File: config.mk
export PLATFORM = sky130hd
export DESIGN_NAME = res_stream_buf
export DESIGN_NICKNAME = d
export VERILOG_FILES = /design/src/rtl/res_stream_buf.sv
export SDC_FILE = /design/constraint.sdc
export NUM_CORES = 2
export LEC_CHECK = 0
export CAP_MARGIN = 0
export CORE_MARGIN = 1.5
export CORE_UTILIZATION = 35
export DETAILED_ROUTE_END_ITERATION = 8
export GPL_ROUTABILITY_DRIVEN = 0
export MAX_ROUTING_LAYER = met4
export PLACE_DENSITY_LB_ADDON = 0.1
export SLEW_MARGIN = 15
export SYNTH_ARGS = -nofsm -noshare
export SYNTH_HDL_FRONTEND = slang
export SYNTH_SLANG_ARGS = --single-unit
File: constraint.sdc
create_clock -name clock -period 4.1 [get_ports clock]
set_clock_uncertainty 0.15 [all_clocks]
set_input_delay 0.82 -clock clock [delete_from_list [all_inputs] [get_ports clock]]
set_output_delay 0.82 -clock clock [all_outputs]
set_load 0.02 [all_outputs]
File: src/rtl/res_stream_buf.sv
// res_stream_buf: word-addressed result RAM streamed out in address order over valid/ready after commit.
// Define RES_BUF_WIPE_EN to zero the stored result after readout.
module res_stream_buf #(
  parameter int DATA_WIDTH = 32,
  parameter int ADDR_WIDTH = 7,
  parameter int NUM_WORDS  = 128
) (
  input  logic                  clock,
  input  logic                  reset,
  input  logic                  wr_en,
  input  logic [ADDR_WIDTH-1:0] wr_addr,
  input  logic [DATA_WIDTH-1:0] wr_data,
  input  logic                  commit,
  output logic                  busy,
  output logic                  out_valid,
  input  logic                  out_ready,
  output logic [DATA_WIDTH-1:0] out_data,
  output logic                  out_last,
  output logic                  done
);
`ifdef RES_BUF_WIPE_EN
  typedef enum logic [1:0] {LOAD, DRAIN, WIPE} state_t;
`else
  typedef enum logic [0:0] {LOAD, DRAIN} state_t;
`endif
  // One extra pointer bit keeps the terminal compare exact when NUM_WORDS == 2**ADDR_WIDTH.
  localparam logic [ADDR_WIDTH:0] NW   = (ADDR_WIDTH+1)'(NUM_WORDS);
  localparam logic [ADDR_WIDTH:0] LAST = (ADDR_WIDTH+1)'(NUM_WORDS - 1);
  logic [DATA_WIDTH-1:0] mem [2**ADDR_WIDTH];
  state_t                state_q, state_d;
  logic [ADDR_WIDTH:0]   rd_ptr_q, rd_ptr_d;
  logic                  out_valid_q, out_valid_d;
  logic                  out_last_q, out_last_d;
  logic                  done_q, done_d;
  logic [DATA_WIDTH-1:0] out_data_q;
  logic                  rd_en, we, accept;
  logic [ADDR_WIDTH-1:0] waddr;
  logic [DATA_WIDTH-1:0] wdata;
  assign accept    = out_valid_q && out_ready;
  assign busy      = state_q != LOAD;
  assign out_valid = out_valid_q;
  assign out_last  = out_last_q;
  assign out_data  = out_data_q;
  assign done      = done_q;
  always_comb begin
    state_d     = state_q;
    rd_ptr_d    = rd_ptr_q;
    out_valid_d = out_valid_q;
    out_last_d  = out_last_q;
    done_d      = 1'b0;
    rd_en       = 1'b0;
    we          = 1'b0;
    waddr       = wr_addr;
    wdata       = wr_data;
    case (state_q)
      LOAD: begin
        we = wr_en;
        if (commit) begin
          state_d  = DRAIN;
          rd_ptr_d = '0;
        end
      end
      DRAIN: begin
        rd_en = rd_ptr_q < NW && (!out_valid_q || out_ready);
        if (rd_en) begin
          rd_ptr_d    = rd_ptr_q + 1'b1;
          out_valid_d = 1'b1;
          out_last_d  = rd_ptr_q == LAST;
        end else if (accept) begin
          out_valid_d = 1'b0;
          out_last_d  = 1'b0;
        end
        if (accept && out_last_q) begin
`ifdef RES_BUF_WIPE_EN
          state_d  = WIPE;
          rd_ptr_d = '0;
`else
          state_d = LOAD;
          done_d  = 1'b1;
`endif
        end
      end
`ifdef RES_BUF_WIPE_EN
      WIPE: begin
        we       = 1'b1;
        waddr    = rd_ptr_q[ADDR_WIDTH-1:0];
        wdata    = '0;
        rd_ptr_d = rd_ptr_q + 1'b1;
        if (rd_ptr_q == LAST) begin
          state_d = LOAD;
          done_d  = 1'b1;
        end
      end
`endif
      default: state_d = LOAD;
    endcase
  end
  always_ff @(posedge clock) begin
    if (we) mem[waddr] <= wdata;
  end
  always_ff @(posedge clock) begin
    if (reset) begin
      state_q     <= LOAD;
      rd_ptr_q    <= '0;
      out_valid_q <= 1'b0;
      out_last_q  <= 1'b0;
      done_q      <= 1'b0;
      out_data_q  <= '0;
    end else begin
      state_q     <= state_d;
      rd_ptr_q    <= rd_ptr_d;
      out_valid_q <= out_valid_d;
      out_last_q  <= out_last_d;
      done_q      <= done_d;
      if (rd_en) out_data_q <= mem[rd_ptr_q[ADDR_WIDTH-1:0]];
    end
  end
endmodule

# Word level (Yosys, flattened, before mapping)
# Memories as Yosys holds them, arrays and structs flattened. A register that Yosys moved wholly into a read port is not among the register bits.
# Index checks and enable logic that the tools add are counted.
# word_totals
regBits,12
latch_bits,0
mem_bits_rw,4096
mem_bits_ro,0
output_inout_bits,36
mem_count,1
# op_classes
n_addsub,1
n_mul,0
div_mod_pow,0
order_cmp,1
eq_ne,3
shift,0
n_mux,14
bitwise,1
reduce_logical,9
# mem_list
name,depth,width,read_ports,rd_ports_with_merged_regs,wr,line,rtl
mem,128,32,1,1,1,29,logic [DATA_WIDTH-1:0] mem [2**ADDR_WIDTH];
# ops
operator,n
8-bit 2-to-1 mux,2
8-bit one-hot mux with 2 select lines,1
1-bit 2-to-1 mux,10
8-bit by 1-bit adder with 8-bit output (second input constant),1
8-bit by 7-bit equality test with 1-bit output (second input constant),1
8-bit < comparator (second input constant),1
2-bit AND reduction,2
1-bit logical AND,3
2-bit by 1-bit != test with 1-bit output (second input constant),1
2-bit != test (second input constant),1
1-bit one-hot mux with 2 select lines,1
2-bit nonzero test,1
2-bit OR reduction,1
1-bit zero test,1
1-bit logical OR,1
1-bit inverter,1

# Logic depth before layout (Yosys ltp)
# logic_depth
ltp_word,5
mapped_depth,12

# Least setup slack after synthesis
# No wires, ideal clock.
# synth_timing
path_kind,input to register
startpoint,input wr_addr[4]
endpoint,"memory mem[80][0], enable pin"
setup_time_ps,461
t_arrival_ps,3488
t_required_ps,3489
slack_ps,1
path_stages,3
path_buffers,0
path_cell_list,nor2b_1 -> nand4b_1 -> nor3_1
# synth_lines
element,line,rtl
"start, declared",11,"input logic [ADDR_WIDTH-1:0] wr_addr,"
"end, declared",29,
# Straight into the memory's write port.

# Worst setup path after layout
# layout_timing
startpoint,register rd_ptr_q[1]
endpoint,"register out_data_q[0], in the netlist out_data[0] (read register of mem)"
# layout_between
elab_chain_len,3
# layout_rtl
element,line,rtl
"start, declared",31,"logic [ADDR_WIDTH:0] rd_ptr_q, rd_ptr_d;"
"start signal, assigned",111,rd_ptr_q <= rd_ptr_d;
8-bit < comparator,64,rd_en = rd_ptr_q < NW && (!out_valid_q || out_ready);
1-bit logical AND,64,
1-bit 2-to-1 mux,55,case (state_q)
"end, declared",35,logic [DATA_WIDTH-1:0] out_data_q;
# Parallel ways exist; a longest one is shown, timed or not.
# A chain may end at the register's enable or synchronous reset.

==> reports/metrics.yaml <==
cells_and_area:
  drive_above_1_share_pct: 29.4
  area_delta_synth_final_pct: 19.3
  fillCellCount: 39146
  nets: 8039
  fin_area_sq_um: 188000
  multi_input_area_sq_um: 32800
  regArea_sq_um: 124000
synthesis:
  synthFlopType: "edfxtp_1"
  synth_cell_types: 58
  ys_top_cells_by_count: "4096 x edfxtp_1, 862 x mux4_2, 383 x a22oi_1, 377 x mux2i_1, 177 x buf_2"
  synthTopCellsByArea: "edfxtp_1 78%, mux4_2 12%, mux2i_1 2.4%"
  yosysTopAreaCell: "edfxtp_1"
  ys_ff_latch: 4140
  syn_inst: 7142
  synth_seq_area_share_pct: 78.5
  synth_top_cell_area_share_pct: 78.0
  synth_async_sr_flop_share_pct: 0
  avgSynthCellArea_sq_um: 22.1
  synth.most_common_cell: "edfxtp_1"
  syn-cell-area_sq_um: 158000
  synth_edf_count: 4096
  syn_nets: 7187
  yosysWarningCount: 0
floorplan:
  io_pins: 80
  die_w_um: 674
  die_area_sq_um: 455000
  die_h_um: 674
  core_sq_um: 449000
  start_util_pct: 35.2
  rows: 246
worst_setup_path:
  cp_max_fo: 41
  cp.arrival_ns: 4.62
  cp_common_cell: "buf_12"
  r2r_cells: 8
  worstSetupPathType: "flop to flop"
  crit_slowest_cell: "dfxtp_4"
  cp-end-kind: "flop"
  start_kind: "flop"
  max_stage_delay_ns: 0.78
  cp_data_required_time_ns: 4.81
  crit_family: "buffers and inverters"
  cp.depth: 8
  worst-path-buf-inv: 3
  crit_chain: "buf_12 > buf_12 > mux4_2 > a22oi_1 > buf_4 > nand4_1 > a211oi_2 > nor3_1"
hold_path:
  min_path_type: "primary input to flop"
  whs_path_depth: 1
global_route:
  overflow: 0
  grt_pass1_wl_mm: 724
  grt.total_usage_pct: 24.2
  grt_start_max_net_pins: 129
  grt_pass1_vias: 80455
  antenna_found_initial: 69
drt:
  vias: 80295
  routed_wl_mm: 540
  met1_length_mm: 228
  ant_nets: 0
  highest_layer: "met4"
  detail_route.wl_per_cell_um: 37.6
  met3_length_mm: 33.9
  routed_via_density: 5.59
  drt_iter0_drc: 9498
  drc: 0
  wl_met2_mm: 258
  first_pass_iters: 6
power:
  finalPower_mw: 91.1
  ir_drop_mv: 0.387
  power_density_nw_per_um2: 484
  power_leakage_nw: 56.8
clock_tree:
  clkTransAtPathRegs_ns: 0.06
  cts.sinks: 4140
  cts_tree: "done"
  cts_made_buffers: 449
  htreeDepth: 5
  clock_latency_ns: 1.01
  cts_buffer_depth: 4
  root_buffer: "clkbuf_16"
placed_design:
  place_hpwl_mm: 339
  post_dp_cell_area_sq_um: 173000
  portBuffers: 79
status:
  status: "finished, final reports clean"
sta:
  min_period_over_period_pct: 95.3
  tns_ns: 0
  timing.fmax_ghz: 0.256
  rsz0062_at_grt: "false"
  setup_violations: 0
  slew_headroom_pct: 15.1
  finalMaxSlewViolations: 0
  hold_viol: 0
  period_needed_ns: 3.91
  tightest_slew_ns: 1.27
flow_run:
  maxCapViolCount: 0
[kinds of logic (layout without fill, tap and decap cells)]
group                    count (synthesis)  in the layout  synth area share, %
AO/OA/AOI/OAI                          749            749                 3.44
other                                    0             36                    0
AND/OR/NAND/NOR                        560            560                 1.65
adder cells (fa/ha/maj)                  1              1              0.00793
buffers and inverters                  417           1642                 1.38
XOR/XNOR                                 2              2               0.0111
flip-flops                            4140           4140                 78.5
multiplexers                          1273           1273                 15.0
[sequential cells by signal, summed over array words and instances (netlist names)]
register	cells
rd_ptr_q	8
out_last	1
mem	4096
out_data	32
done	1
busy	1
out_valid	1
[layout make-up]
type                            instances  area share [%]
Sequential cell                      4140            65.8
Multi-Input combinational cell       2585            17.4
Clock buffer                          551            6.29
Timing Repair Buffer                  814            4.94
Tap cell                             5952            3.96
Clock inverter                        273            1.49
Antenna cell                           36          0.0479
Inverter                                4         0.00864
[what timing repair did]
item | CTS | global route
setup endpoints to repair | 4 | 4
resized for setup | 5 | 0
hold buffers | 3 | 0
buffers inserted | 0 | 5
hold endpoints to repair | 15 | 0
[per-stage QoR]
step | std cells | worst slack (ns) | util, % | hold slack [ns]
2_1_floorplan | 7142 | 0.000576 | - | 0.312
3_3_place_gp | 13478 | -1.18 | 38.6 | 0.356
3_5_place_dp | 13483 | -0.280 | 38.6 | 0.343
4_1_cts | 14310 | 0.0420 | 41.9 | 0.0562
5_1_grt | 14335 | 0.222 | 41.9 | 0.0945
6_report | 14355 | 0.193 | 41.9 | 0.124
[worst paths after layout]
check | start | endpoint | slack, ns
setup / recovery | rd_ptr_q[1] | out_data[0] | 0.19
hold / removal | wr_data[7] | mem[90][7] | 0.12
setup reg to reg | rd_ptr_q[1] | out_data[0] | 0.19
hold reg to reg | out_last | out_last | 0.35
[cell usage in the layout (no fill, tap or decap), types with 116 or more instances in the layout]
| master | synthesis | layout |
|---|---|---|
| nor2_4 | 0 | 130 |
| clkinv_1 | 0 | 116 |
| clkbuf_16 | 0 | 458 |
| edfxtp_1 | 4096 | 4096 |
| nand2_1 | 138 | 130 |
| mux2i_1 | 377 | 377 |
| mux4_2 | 862 | 862 |
| a22oi_1 | 383 | 382 |
| buf_12 | 0 | 239 |
| buf_4 | 52 | 511 |
[power breakdown]
group	internal [mW]	total [mW]	switching, mW
Combinational	1.44	3.92	2.48
Clock	23.7	40.5	16.8
Sequential	46.6	46.7	0.101
[per-layer routing]
metal | GRT usage (%) | up-vias
met1 | 32.5 | 44386
met3 | 3.59 | 698
met4 | 7.77 | 0
met2 | 38.1 | 2901
li1 | - | 32310
met5 | - | -
Note: power is estimated with default switching activity, not from simulation.
